<file path="src/rtl/bram_stream_reader.sv">
// Burst reader for BRAM port B, presenting words as a valid/ready stream with a
// small skid FIFO. Define BRAM_OREG_EN when the BRAM output register is enabled.
module bram_stream_reader #(
  parameter int ADDR_W = 6,
  parameter int DATA_W = 64,
  parameter int LEN_W  = 7
) (
  input  logic              clk,
  input  logic              rstn,
  input  logic              start,
  input  logic [ADDR_W-1:0] start_addr,
  input  logic [LEN_W-1:0]  len,
  output logic              busy,
  output logic              done,
  output logic [ADDR_W-1:0] addrb,
  output logic              enb,
  input  logic [DATA_W-1:0] doutb,
  output logic              m_valid,
  input  logic              m_ready,
  output logic [DATA_W-1:0] m_data,
  output logic              m_last
);

`ifdef BRAM_OREG_EN
  localparam int RD_LAT = 2;
`else
  localparam int RD_LAT = 1;
`endif
  localparam int FIFO_DEPTH = RD_LAT + 1;
  localparam int PTR_W      = $clog2(FIFO_DEPTH);
  localparam int CNT_W      = $clog2(FIFO_DEPTH + 1);
  localparam logic [LEN_W-1:0] MAX_LEN = LEN_W'(2 ** ADDR_W);
  localparam logic [CNT_W:0]   CREDITS = (CNT_W + 1)'(FIFO_DEPTH);

  typedef enum logic [1:0] {IDLE, RUN, DRAIN, DONE} state_t;

  state_t            state;
  logic [ADDR_W-1:0] cur_addr;
  logic [LEN_W-1:0]  remaining;
  logic [LEN_W-1:0]  beats;
  logic [LEN_W-1:0]  head_idx;
  logic [LEN_W-1:0]  clamped_len;

  logic [RD_LAT-1:0] rd_pipe;
  logic              ret_valid;
  logic [CNT_W-1:0]  outstanding;
  logic [CNT_W:0]    credit_used;

  logic [DATA_W-1:0] fifo_mem [FIFO_DEPTH];
  logic [PTR_W-1:0]  wr_ptr;
  logic [PTR_W-1:0]  rd_ptr;
  logic [CNT_W-1:0]  fifo_count;
  logic              fifo_empty;
  logic              fire;
  logic              bypass;
  logic              push;
  logic              pop;

  function automatic logic [PTR_W-1:0] ptr_next(input logic [PTR_W-1:0] p);
    return (p == PTR_W'(FIFO_DEPTH - 1)) ? '0 : p + 1'b1;
  endfunction

  always_comb begin
    outstanding = '0;
    for (int i = 0; i < RD_LAT; i++) outstanding += CNT_W'(rd_pipe[i]);
  end

  assign clamped_len = (len > MAX_LEN) ? MAX_LEN : len;
  assign ret_valid   = rd_pipe[RD_LAT-1];
  assign credit_used = {1'b0, outstanding} + {1'b0, fifo_count};
  assign fifo_empty  = (fifo_count == '0);

  assign busy  = (state != IDLE);
  assign addrb = cur_addr;
  assign enb   = (state == RUN) && (remaining != '0) && (credit_used < CREDITS);

  // The word returning from the BRAM this cycle acts as the FIFO entry stage:
  // it is shown directly when the FIFO is empty and only stored if not taken.
  assign m_valid = !fifo_empty || ret_valid;
  assign m_data  = !fifo_empty ? fifo_mem[rd_ptr] : (ret_valid ? doutb : '0);
  assign m_last  = m_valid && (head_idx == beats - LEN_W'(1));
  assign fire    = m_valid && m_ready;
  assign bypass  = fifo_empty && ret_valid && m_ready;
  assign push    = ret_valid && !bypass;
  assign pop     = !fifo_empty && m_ready;

  always_ff @(posedge clk) begin
    if (push) fifo_mem[wr_ptr] <= doutb;
  end

  always_ff @(posedge clk or negedge rstn) begin
    if (!rstn) begin
      rd_pipe    <= '0;
      wr_ptr     <= '0;
      rd_ptr     <= '0;
      fifo_count <= '0;
    end else begin
      rd_pipe <= (rd_pipe << 1) | RD_LAT'(enb);
      if (push) wr_ptr <= ptr_next(wr_ptr);
      if (pop)  rd_ptr <= ptr_next(rd_ptr);
      case ({push, pop})
        2'b10:   fifo_count <= fifo_count + 1'b1;
        2'b01:   fifo_count <= fifo_count - 1'b1;
        default: fifo_count <= fifo_count;
      endcase
    end
  end

  // Burst sequencing; done is registered so it pulses the cycle after DONE.
  always_ff @(posedge clk or negedge rstn) begin
    if (!rstn) begin
      state     <= IDLE;
      cur_addr  <= '0;
      remaining <= '0;
      beats     <= '0;
      head_idx  <= '0;
      done      <= 1'b0;
    end else begin
      done <= (state == DONE);
      case (state)
        IDLE: begin
          if (start) begin
            cur_addr  <= start_addr;
            remaining <= clamped_len;
            beats     <= clamped_len;
            state     <= (clamped_len != '0) ? RUN : DONE;
          end
        end
        RUN: begin
          if (enb) begin
            cur_addr  <= cur_addr + 1'b1;
            remaining <= remaining - 1'b1;
            if (remaining == LEN_W'(1)) state <= DRAIN;
          end
        end
        DRAIN: begin
          if (fifo_empty && outstanding == '0 && head_idx == beats) state <= DONE;
        end
        DONE: state <= IDLE;
        default: state <= IDLE;
      endcase
      if (state == IDLE && start) head_idx <= '0;
      else if (fire)              head_idx <= head_idx + 1'b1;
    end
  end

endmodule
</file>
<file path="config.mk">
export PLATFORM = sky130hd
export DESIGN_NAME = bram_stream_reader
export DESIGN_NICKNAME = d
export VERILOG_FILES = /design/src/rtl/bram_stream_reader.sv
export SDC_FILE = /design/constraint.sdc
export NUM_CORES = 1
export LEC_CHECK = 0
export BUFFER_PORTS_ARGS = -buffer_cell sky130_fd_sc_hd__buf_2
export CELL_PAD_IN_SITES_DETAIL_PLACEMENT = 0
export CELL_PAD_IN_SITES_GLOBAL_PLACEMENT = 1
export CORE_MARGIN = 5
export CORE_UTILIZATION = 45
export CTS_BUF_LIST = sky130_fd_sc_hd__clkbuf_8
export DETAILED_ROUTE_END_ITERATION = 10
export GPL_TIMING_DRIVEN = 0
export PLACE_DENSITY_LB_ADDON = 0.1
export SLEW_MARGIN = 20
export SYNTH_ARGS = -nofsm -noshare
export SYNTH_HDL_FRONTEND = slang
export SYNTH_SLANG_ARGS = --single-unit
export TNS_END_PERCENT = 5
</file>
<file path="constraint.sdc">
create_clock -name clk -period 6.2 [get_ports clk]
set_input_delay 1.24 -clock clk [delete_from_list [all_inputs] [get_ports clk]]
set_output_delay 1.24 -clock clk [all_outputs]
set_load 0.005 [all_outputs]
</file>
# Yosys cells after proc, flatten, opt, wreduce, memory -nomap -nowiden
# Memory sizes are Yosys's and may differ from the RTL's.
# Cells that the tools add are included.
[totals] register_bits=35 ram_bits=128 input_bits=81 output_inout_bits=75 wordCells=82 mem_count=1
[memory_table] name="fifo_mem" depth=2 width=64 rd=1 rd_ports_with_merged_regs=0 write_ports=1 line_no="49" rtl="logic [DATA_W-1:0] fifo_mem [FIFO_DEPTH];"
[op_classes] addsub=9 n_lt_le_gt_ge=2 n_eq_ne=12 mux=22 n_reduce_logical=26
[op_table] operator="two-way mux 64 bit" n=2
[op_table] operator="two-way mux 7 bit" n=5
[op_table] operator="== test 7 bit" n=2
[op_table] operator="case mux 7 bit (2 select lines)" n=1
[op_table] operator="nonzero test 7 bit" n=2
[op_table] operator="subtractor 7 x 1 -> 7 bit, second input constant" n=2
[op_table] operator="two-way mux 6 bit" n=2
[op_table] operator="case mux 6 bit (2 select lines)" n=1
[op_table] operator="logical AND 1 bit" n=11
[op_table] operator="two-way mux 2 bit" n=5
[op_table] operator="case mux 2 bit (4 select lines)" n=1
[op_table] operator="nonzero test 2 bit" n=4
[op_table] operator="adder 7 x 1 -> 7 bit, second input constant" n=1
[op_table] operator="== test 7 x 1 -> 1 bit, second input constant" n=1
[op_table] operator="greater-than comparator 7 bit, second input constant" n=1
[op_table] operator="adder 6 x 1 -> 6 bit, second input constant" n=1
[op_table] operator="== test 2 bit, second input constant" n=3
[op_table] operator="logical NOT 2 bit" n=3
[op_table] operator="!= test 2 bit, second input constant" n=3
[op_table] operator="== test 2 x 1 -> 1 bit, second input constant" n=2
[op_table] operator="two-way mux 1 bit" n=4
[op_table] operator="case mux 2 bit (2 select lines)" n=1
[op_table] operator="AND reduction 4 bit" n=1
[op_table] operator="adder 1 x 2 -> 3 bit" n=1
[op_table] operator="9 further kinds" n=11

# Logic depth before layout (Yosys ltp)
[logic_depth] word_depth=7 mapped_depth=9 depth_no_buf=7

# Worst setup path after synthesis
# Ideal clock, no wire load.
[synth_timing] path_type="input to register" startpoint="input port m_ready" endpoint="memory fifo_mem[0][0], enable pin" arrival_ps=4089 t_required_ps=5714 setup_slack_ps=1624 path_stages=3 path_cell_list="nand2_1 -> nand2_1 -> nor2_1"
[synth_between] elab_chain_len=5
[synth_lines] item="from (decl)" line_no="19" rtl="input logic m_ready,"
[synth_lines] item="logical AND 1 bit" line_no="83" rtl="assign bypass = fifo_empty && ret_valid && m_ready;"
[synth_lines] item="logical NOT 1 bit" line_no="84" rtl="assign push = ret_valid && !bypass;"
[synth_lines] item="logical AND 1 bit" line_no="84"
[synth_lines] item="two-way mux 1 bit" line_no="88" rtl="if (push) fifo_mem[wr_ptr] <= doutb;"
[synth_lines] item="two-way mux 1 bit (not written as such)" line_no="88"
[synth_lines] item="to (decl)" line_no="49"
# No other way between the ends.

# Worst setup path after layout
[layout_timing] startpoint="register fifo_count[0]" endpoint="output port m_data[62]"
[layout_between] elab_chain_len=2
[layout_lines] item="from (decl)" line_no="52" rtl="logic [CNT_W-1:0] fifo_count;"
[layout_lines] item="from (signal assigned)" line_no="102" rtl="2'b10: fifo_count <= fifo_count + 1'b1;"
[layout_lines] item="from (signal assigned)" line_no="103" rtl="2'b01: fifo_count <= fifo_count - 1'b1;"
[layout_lines] item="from (signal assigned)" line_no="104" rtl="default: fifo_count <= fifo_count;"
[layout_lines] item="logical NOT 2 bit" line_no="71" rtl="assign fifo_empty = (fifo_count == '0);"
[layout_lines] item="two-way mux 64 bit" line_no="80" rtl="assign m_data = !fifo_empty ? fifo_mem[rd_ptr] : (ret_valid ? doutb : '0);"
[layout_lines] item="to (decl)" line_no="20" rtl="output logic [DATA_W-1:0] m_data,"
# No other way between the ends.

==> key figures <==
Synth
  • Syn Area/Cell: 12.7 um^2
  • Post-synth EDFFs: 128
  • Mapped Nets: 672
  • Ys Warns: 0
  • Post-synth ARST share: 0.215
  • Count of different cell masters after synthesis: 51
  • #FFs+latches synth: 163
  • Mapped cell area: 7390 um^2
  • Top FF cell, synth: edfxtp_1
  • Syn Inst Count: 580
  • Register area share after synthesis: 0.638

Worst setup path
  • Worst reg2reg path depth: 6
  • Crit-path leading delay family: buffers and inverters
  • Worst path bufs/invs: 5
  • Worst Setup Path Type: flop to primary output
  • Worst Path Required: 4.96 ns
  • Most frequent CP cell: buf_2
  • Cell Chain, Critical Path: buf_6 -> nor2_1 -> buf_2 -> buf_2 -> buf_2 -> nand3_1 -> o21ai_0 -> buf_2
  • Max FO, Critical Path: 10
  • Worst path arrival time: 2.47 ns
  • CP Depth: 8
  • Slowest stage delay, CP: 0.38 ns
  • CP max-delay cell: dfrtp_1
  • CP Launch Type: flop
  • Endpoint type of the worst setup path: primary output

STA
  • Setup TNS: 0 ns
  • Slew Viols, Final: 0
  • Final Critical Period: 3.71 ns
  • Slew HR: 0.475
  • Fmax: 0.270 GHz
  • Final setup vio count: 0
  • Slew @ Worst Pin: 0.787 ns
  • Period utilization: 0.598
  • Unrepaired setup endpoints after global routing: no
  • Worst Clk Skew: 0.0109 ns
  • Final Hold Viols: 0

Global route
  • Number of global-route vias before repair: 5429
  • Largest net degree at the start of global routing: 36
  • Initial antenna violation count: 1
  • Global-route wire length before repair: 28.2 mm
  • GRT Overall Usage: 0.181
  • Grt total ovfl: 0

Die
  • Core area: 16000 um^2
  • Die area: 19100 um^2
  • I/O pin cnt: 156
  • Placement Rows: 46
  • Die Wd: 138 um
  • Die height: 138 um
  • Starting Density: 0.462

Clock network
  • Post-CTS setup repair buffer count: 0
  • CTS H-tree depth: 4
  • Post_cts resized: 0
  • Clock latency on the worst-skew pair: 0.45 ns
  • CTS tree: done
  • Max Buffers Root-to-Sink: 2
  • Worst-path clk slew: 0.09 ns
  • CTS buffer count: 17
  • Hold_buf cts: 0
  • Clk sink count: 163
  • Clock root cell: clkbuf_8

Min path
  • WHS Path Cells: 2
  • Worst hold-check path type: flop to flop

Finish
  • Layout cells sized above 1: 0.274
  • # nets final: 850
  • Layout overhead on the synthesized area: 20.6%
  • Final Util: 0.557

Detailed routing
  • Detailed Route Iter0 Violations: 224
  • WL final: 17.7 mm
  • DRC: 0
  • Via count: 5302
  • DR pass1 iterations: 5
  • Wirelength per Cell: 17.9 um
  • Final antenna-violating net count: 0
  • Via density: 5.37

Placed design
  • Routability Congestion: 0.848
  • Port Buf Inserts: 155
  • Post-DP HPWL: 12.4 mm

Outcome
  • Status: completed

Power and ir drop
  • Maximum vdd drop: 0.000194 V
  • PwrDens: 471 nW/um^2
  • Leakage: 0.00356 uW

Run
  • Max-cap violations: 0
## flip-flops by register name, indices dropped and copies added, names as in the netlist
register and count:
fifo_mem 128, beats 7, head_idx 7, remaining 7, addrb 6, fifo_count 2
state 2, done 1, rd_pipe 1, rd_ptr 1, wr_ptr 1
## synthesized netlist by cell type (2+ instances only)
library cell / count / area, um^2
nor4_1: 5 / 31.3
inv_1: 10 / 37.5
a211oi_1: 2 / 15.0
edfxtp_1: 128 / 3840
a22o_1: 2 / 17.5
xor2_1: 12 / 105
xnor2_1: 11 / 96.3
a32oi_1: 2 / 17.5
dfrtp_1: 35 / 876
buf_1: 8 / 30.0
ha_1: 11 / 138
mux2i_1: 67 / 671
a21o_1: 2 / 15.0
buf_2: 10 / 50.1
o22ai_1: 2 / 12.5
o31ai_1: 2 / 15.0
nor2b_1: 2 / 12.5
nand4_1: 3 / 18.8
nor3b_1: 3 / 22.5
clkbuf_1: 15 / 56.3
nand2_1: 25 / 93.8
a31oi_1: 3 / 18.8
o21ai_0: 71 / 355
and3_1: 6 / 37.5
nor3_1: 9 / 45.0
nand3_1: 73 / 365
a221o_1: 2 / 20.0
nand3b_1: 2 / 15.0
a21oi_1: 11 / 55.1
nor2_1: 25 / 93.8
## cells by family (layout without fill, tap and decap cells)
family | Yosys count | in the layout | share of synthesized area
muxes | 68 | 68 | 0.0922
buffers and inverters | 46 | 236 | 0.0261
and+or+nand+nor | 160 | 160 | 0.111
AOI/OAI and AO/OA | 109 | 109 | 0.0865
other | 0 | 1 | 0
adders and majority gates | 11 | 11 | 0.0186
xor gates and xnor gates | 23 | 23 | 0.0273
DFF | 163 | 163 | 0.638
## final timing paths
path	from	endpoint	slack, ns
max in group asynchronous	rstn	addrb[0]	4.83
worst min-delay path	beats[6]	beats[6]	0.51
worst max register to register	rd_pipe	fifo_mem[0][35]	3.89
min in group asynchronous	rstn	state[1]	0.86
worst min register to register	beats[6]	beats[6]	0.51
worst max-delay path	fifo_count[0]	m_data[62]	2.49
## through the flow
| stage | worst slack (ns) | instances | power [uW] | hold slack (ns) | instance area [um^2] |
|---|---|---|---|---|---|
| 2_1_floorplan | 1.62 | 580 | 2760 | 0.461 | 7390 |
| 3_3_place_gp | -0.295 | 951 | 3440 | 0.476 | 8440 |
| 3_5_place_dp | 2.97 | 955 | 3510 | 0.505 | 8550 |
| 4_1_cts | 2.45 | 986 | 4240 | 0.526 | 8920 |
| 5_1_grt | 2.25 | 987 | 4500 | 0.577 | 8920 |
| 6_report | 2.49 | 987 | 4200 | 0.512 | 8920 |
## final cells by class
class / count / area [um^2]
Sequential cell: 163 / 4720
Buffer: 34 / 148
Clock buffer: 17 / 234
Fill cell: 1407 / 7080
Timing Repair Buffer: 159 / 871
Antenna cell: 1 / 2.50
Clock inverter: 14 / 136
Inverter: 12 / 45.0
Tap cell: 216 / 270
Multi-Input combinational cell: 371 / 2490
## placed cells by master, fill, tap and decap left out, types with 5 or more instances in the layout
master	count
clkbuf_8	17
inv_1	10
nand3_1	73
clkbuf_1	15
mux2i_1	67
buf_2	165
and3_1	5
buf_1	8
ha_1	11
nand2_1	25
a21oi_1	11
nor2_1	24
edfxtp_1	128
xor2_1	12
xnor2_1	11
o21ai_0	71
nor3_1	9
dfrtp_1	35
nor4_1	5
## routing by layer
metal | global-route usage | wire, um | up-vias
li1 | - | - | 2545
met1 | 0.238 | 7760 | 2599
met2 | 0.301 | 8880 | 143
met3 | 0.0466 | 827 | 15
met4 | 0.0484 | 217 | 0
met5 | 0 | 0 | -
## report_power, final
part | switching, uW | internal (uW)
clock network | 386 | 353
logic | 1090 | 755
registers | 154 | 1460
total | 1630 | 2570
## worst min-delay path, cell delays in order, from the launching register on
cell,delay [ns]
dfrtp_1,0.36
nand2_1,0.05
o21ai_0,0.06
Note: power is estimated with default switching activity, not from simulation.
